`config.mk`:
```
export PLATFORM = sky130hd
export DESIGN_NAME = led_key_ctrl
export DESIGN_NICKNAME = d
export VERILOG_FILES = /design/src/rtl/led_key_ctrl.sv
export SDC_FILE = /design/constraint.sdc
export NUM_CORES = 1
export LEC_CHECK = 0
export ABC_AREA = 1
export ABC_CLOCK_PERIOD_IN_PS = 3900
export BUFFER_PORTS_ARGS = -buffer_cell sky130_fd_sc_hd__buf_2
export CAP_MARGIN = 15
export CORE_ASPECT_RATIO = 0.5
export CORE_MARGIN = 2
export CORE_UTILIZATION = 42
export DETAILED_ROUTE_END_ITERATION = 12
export PLACE_DENSITY_LB_ADDON = 0.1
export SYNTH_ARGS = -nofsm -noshare
export SYNTH_HDL_FRONTEND = slang
export SYNTH_SLANG_ARGS = --single-unit
```
`constraint.sdc`:
```
create_clock -name sys_clk -period 3.9 [get_ports sys_clk]
set_input_delay 0.39 -clock sys_clk [delete_from_list [all_inputs] [get_ports sys_clk]]
set_output_delay 0.39 -clock sys_clk [all_outputs]
set_load 0.005 [all_outputs]
```
`src/rtl/led_key_ctrl.sv`:
```
// Key-driven LED mode controller: synchronise and debounce the active-low key, then cycle OFF/ON/SLOW/FAST.
// Optional long-press return-to-OFF is enabled by defining LED_KEY_CTRL_LONG_PRESS_EN.
module led_key_ctrl #(
  parameter int unsigned DEBOUNCE_CNT = 1_000_000,
  parameter int unsigned SLOW_HALF    = 25_000_000,
  parameter int unsigned FAST_HALF    = 6_250_000,
  parameter int unsigned LONG_CNT     = 100_000_000
) (
  input  logic       sys_clk,
  input  logic       sys_rst_n,
  input  logic       key,
  output logic       led,
  output logic [1:0] mode,
  output logic       key_flag,
  output logic       long_flag
);

  localparam int unsigned DEB_W     = $clog2(DEBOUNCE_CNT);
  localparam int unsigned BLINK_MAX = (SLOW_HALF > FAST_HALF) ? SLOW_HALF : FAST_HALF;
  localparam int unsigned BLINK_W   = (BLINK_MAX > 1) ? $clog2(BLINK_MAX) : 1;

  typedef enum logic [1:0] {
    MODE_OFF  = 2'd0,
    MODE_ON   = 2'd1,
    MODE_SLOW = 2'd2,
    MODE_FAST = 2'd3
  } mode_e;

  logic               key_s1_q, key_sync_q;
  logic               key_stable_q, key_stable_d, key_stable_dly_q;
  logic [DEB_W-1:0]   deb_cnt_q, deb_cnt_d;
  logic               key_flag_q, key_flag_d;
  mode_e              mode_q, mode_d;
  logic               led_q, led_d;
  logic [BLINK_W-1:0] blink_cnt_q, blink_cnt_d, half_m1;
  logic               long_flag_d;

`ifdef LED_KEY_CTRL_LONG_PRESS_EN
  localparam int unsigned HOLD_W = $clog2(LONG_CNT + 1);
  logic [HOLD_W-1:0]  hold_cnt_q, hold_cnt_d;
  logic               long_flag_q;
`else
  logic               long_cnt_unused;
  assign long_cnt_unused = ^LONG_CNT;
`endif

  // Debounce: accept key_sync only after it differs from key_stable for DEBOUNCE_CNT cycles.
  always_comb begin
    deb_cnt_d    = deb_cnt_q;
    key_stable_d = key_stable_q;
    if (key_sync_q == key_stable_q) begin
      deb_cnt_d = '0;
    end else if (deb_cnt_q == DEB_W'(DEBOUNCE_CNT - 1)) begin
      key_stable_d = key_sync_q;
      deb_cnt_d    = '0;
    end else begin
      deb_cnt_d = deb_cnt_q + DEB_W'(1);
    end
  end

  assign key_flag_d = key_stable_dly_q & ~key_stable_q;
  assign half_m1    = (mode_q == MODE_SLOW) ? BLINK_W'(SLOW_HALF - 1) : BLINK_W'(FAST_HALF - 1);

  // Mode sequencing and LED drive; a mode change sets the LED for the new mode on the same edge.
  always_comb begin
    mode_d      = mode_q;
    led_d       = led_q;
    blink_cnt_d = blink_cnt_q;
    long_flag_d = 1'b0;
`ifdef LED_KEY_CTRL_LONG_PRESS_EN
    hold_cnt_d  = hold_cnt_q;
`endif

    if (key_flag_q) begin
      unique case (mode_q)
        MODE_OFF:  mode_d = MODE_ON;
        MODE_ON:   mode_d = MODE_SLOW;
        MODE_SLOW: mode_d = MODE_FAST;
        default:   mode_d = MODE_OFF;
      endcase
    end

`ifdef LED_KEY_CTRL_LONG_PRESS_EN
    if (key_stable_q) begin
      hold_cnt_d = '0;
    end else begin
      if (hold_cnt_q == HOLD_W'(LONG_CNT - 1)) begin
        long_flag_d = 1'b1;
        mode_d      = MODE_OFF;
      end
      if (hold_cnt_q != HOLD_W'(LONG_CNT)) begin
        hold_cnt_d = hold_cnt_q + HOLD_W'(1);
      end
    end
`endif

    if (mode_d != mode_q) begin
      blink_cnt_d = '0;
      led_d       = (mode_d != MODE_OFF);
    end else begin
      unique case (mode_q)
        MODE_OFF: led_d = 1'b0;
        MODE_ON:  led_d = 1'b1;
        default: begin
          if (blink_cnt_q == half_m1) begin
            led_d       = ~led_q;
            blink_cnt_d = '0;
          end else begin
            blink_cnt_d = blink_cnt_q + BLINK_W'(1);
          end
        end
      endcase
    end

    if (long_flag_d) begin
      led_d       = 1'b0;
      blink_cnt_d = '0;
    end
  end

  always_ff @(posedge sys_clk or negedge sys_rst_n) begin
    if (!sys_rst_n) begin
      key_s1_q         <= 1'b1;
      key_sync_q       <= 1'b1;
      key_stable_q     <= 1'b1;
      key_stable_dly_q <= 1'b1;
      deb_cnt_q        <= '0;
      key_flag_q       <= 1'b0;
      mode_q           <= MODE_OFF;
      led_q            <= 1'b0;
      blink_cnt_q      <= '0;
    end else begin
      key_s1_q         <= key;
      key_sync_q       <= key_s1_q;
      key_stable_q     <= key_stable_d;
      key_stable_dly_q <= key_stable_q;
      deb_cnt_q        <= deb_cnt_d;
      key_flag_q       <= key_flag_d;
      mode_q           <= mode_d;
      led_q            <= led_d;
      blink_cnt_q      <= blink_cnt_d;
    end
  end

`ifdef LED_KEY_CTRL_LONG_PRESS_EN
  always_ff @(posedge sys_clk or negedge sys_rst_n) begin
    if (!sys_rst_n) begin
      hold_cnt_q  <= '0;
      long_flag_q <= 1'b0;
    end else begin
      hold_cnt_q  <= hold_cnt_d;
      long_flag_q <= long_flag_d;
    end
  end
  assign long_flag = long_flag_q;
`else
  assign long_flag = 1'b0;
  logic long_flag_unused;
  assign long_flag_unused = long_flag_d;
`endif

  assign led      = led_q;
  assign mode     = mode_q;
  assign key_flag = key_flag_q;

endmodule

```
==> qor.yml <==
synth:
  avgSynthCellArea_um2: 7.69
  synth.most_common_cell: "nand2_1"
  yosysWarnings: 0
  ys_seq_area_share_pct: 44.0
  synth-seq-cells: 53
  ys_async_sr_fraction_pct: 100
  synth_top_cell_by_area: "dfrtp_1"
  synth_edf_count: 0
  ys_types: 32
  ys.flop_type: "dfrtp_1"
  synth_top_area_share_pct: 40.6
  synth_area_leaders: "dfrtp_1, nand2_1, nor2_1"
  synth_nets: 402
  syn_area_um2: 3020
  syn_inst: 393
  synthTopCellsByCount: "nand2_1, nor2_1, dfrtp_1, inv_1, nand3_1"
cts:
  htreeDepth: 2
  clock-root-buffer: "clkbuf_16"
  numCtsBuffers: 5
  clock-sinks: 53
  insertion_delay_ps: 300
  cts_tree: "yes"
  cts_resized: 0
  clkTransAtPathRegs_ps: 80
  cts_hold_buf: 0
  postCtsSetupBuffers: 0
  cts_max_path_buffers: 2
critical_path:
  startpoint: "mode[0]"
  worst-setup-path-type: "reg -> reg"
  worstSetupEndpointType: "register"
  worst_ep_arrival_time_ps: 2600
  reg2reg_to: "blink_cnt_q[0]"
  timing.rr.start: "mode[0]"
  setup.worst_path.end: "blink_cnt_q[0]"
  path_max_fanout: 21
  crit_required_ps: 4090
  rrSetupSlack_ps: 1490
  reg2reg_depth: 6
  start_kind: "register"
grt:
  grt_pass1_wl_um: 11300
  grt_util_all_layers_pct: 18.1
  grt_pass1_vias: 2524
  antenna_found_initial: 0
  grt_max_degree: 35
  grt_overflow: 0
layout:
  fill_cells: 700
  regArea_um2: 1330
  drive_above_1_share_pct: 8.91
  multiInputGateArea_um2: 1480
  diodes: 0
  synthToLayoutAreaGrowth_pct: 9.31
  fin_nets: 412
  fin_util_pct: 48.4
timing:
  min_period_ps: 2410
  clock_skew_ps: 6.27
  timing.hold.ws_ps: 160
  rsz0062_at_grt: "no"
  slew_viol_final: 0
  final-hold-violation-count: 0
  finalCritPeriodShare_pct: 61.7
  finalSetupViolCount: 0
  fmax_mhz: 416
  setup_tns_ps: 0
  tightestPinTransition_ps: 940
  slew_headroom_pct: 37.2
detailed_routing:
  drc: 0
  vias: 2476
  ant_nets: 0
  drtIter0Drc: 107
  vias_per_cell: 4.99
  drt_pass1_iterations: 4
  wirelength_um: 6350
  wl_per_cell_um: 12.8
pwr:
  leakagePower_uw: 0.00146
  p_per_area_nw_per_um2: 315
  ir_drop_mv: 0.161
floorplanning:
  fp.dieH_um: 64.0
  rows: 21
  io_pins: 8
  core_um2: 6830
  die_w_um: 124
  initial_core_util_pct: 44.2
  die_area_um2: 7930
placement:
  dp_hpwl_um: 4550
  port_buffers: 6
  gp_congestion: 0.893
flow_run:
  cap_viol_max_count: 0
run_status:
  status: "finished clean"
min_path:
  hp-class: "in -> async"
[final cells by class]
| cell class | count | area share (%) |
|---|---|---|
| clock buffers | 5 | 3.79 |
| clock inverters | 3 | 0.757 |
| inverters | 50 | 5.68 |
| multi-input cells | 286 | 44.9 |
| flip-flops and latches | 53 | 40.3 |
| well taps | 92 | 3.48 |
| repair buffers | 7 | 1.14 |
[flip-flops by register name, indices dropped and copies added (netlist names)]
register and cells:
key_stable_dly_q 1, mode 2, key_sync_q 1, blink_cnt_q 25
deb_cnt_q 20, key_flag 1, key_s1_q 1, led 1
key_stable_q 1
[kinds of logic (layout without fill, tap and decap cells)]
group	after synthesis	after routing	share of synthesized area, %
compound gates	37	37	7.04
xor+xnor	25	25	7.24
fa+ha+maj	6	6	2.48
buf+inv	54	65	6.91
flops	53	53	44.0
other cells	1	1	0.124
simple gates	217	217	32.2
[report_power, final]
| part | leakage, µW | switching (µW) | internal [µW] |
|---|---|---|---|
| registers | 0.000724 | 2.28 | 554 |
| clock network | 0.0000704 | 222 | 242 |
| logic | 0.000665 | 17.6 | 4.87 |
| total | 0.00146 | 242 | 800 |
[routing by layer]
metal	track usage, %	share of wire, %	up-vias	routed length (µm)
met5	0	0	-	0
met4	5.20	1.3	0	85
met3	4.55	3.6	10	229
met2	30.4	45	26	2850
met1	23.3	50	1168	3180
li1	-	-	1272	-
[worst min path at each step]
stage	endpoint	depth (start not counted)	slack, ps
after floorplan	blink_cnt_q[0]	0	90
after global placement	key_sync_q	0	350
after detailed placement	key_sync_q	0	350
after CTS	key_s1_q	1	180
after global routing	key_s1_q	1	180
final	blink_cnt_q[9]	1	160
[cell usage in the layout, fill, tap and decap left out, types with 2 or more instances in the layout]
| cell | instances |
|---|---|
| o22ai_1 | 9 |
| o21ai_2 | 2 |
| nand2_1 | 96 |
| xnor2_1 | 6 |
| o21ai_0 | 11 |
| dfrtp_1 | 49 |
| o21ai_1 | 8 |
| nand3_2 | 2 |
| ha_1 | 6 |
| a21oi_1 | 5 |
| xor2_1 | 19 |
| nor3_4 | 2 |
| clkbuf_16 | 5 |
| nor2_1 | 60 |
| nor2_4 | 2 |
| nand3_1 | 24 |
| nor2_2 | 2 |
| dfstp_2 | 4 |
| nand2_2 | 3 |
| nand4_1 | 11 |
| inv_1 | 48 |
| buf_2 | 6 |
| nor3_1 | 12 |
[critical path, cell delays in order (launching register included)]
cell	delay, ps
dfrtp_1	450
ha_1	360
xnor2_1	160
nand2_1	130
inv_1	120
nand3_1	670
o21ai_0	410
[through the flow]
step	instances	worst slack, ps	instance area (µm²)	power, µW
CTS	496	1440	3300	1060
global route	496	1250	3300	1080
global placement	488	1590	3150	590
floorplan	393	2130	3020	575
detailed placement	488	1460	3150	591
finish	496	1490	3300	1040
No activity file was read; power rests on OpenSTA's default activity.
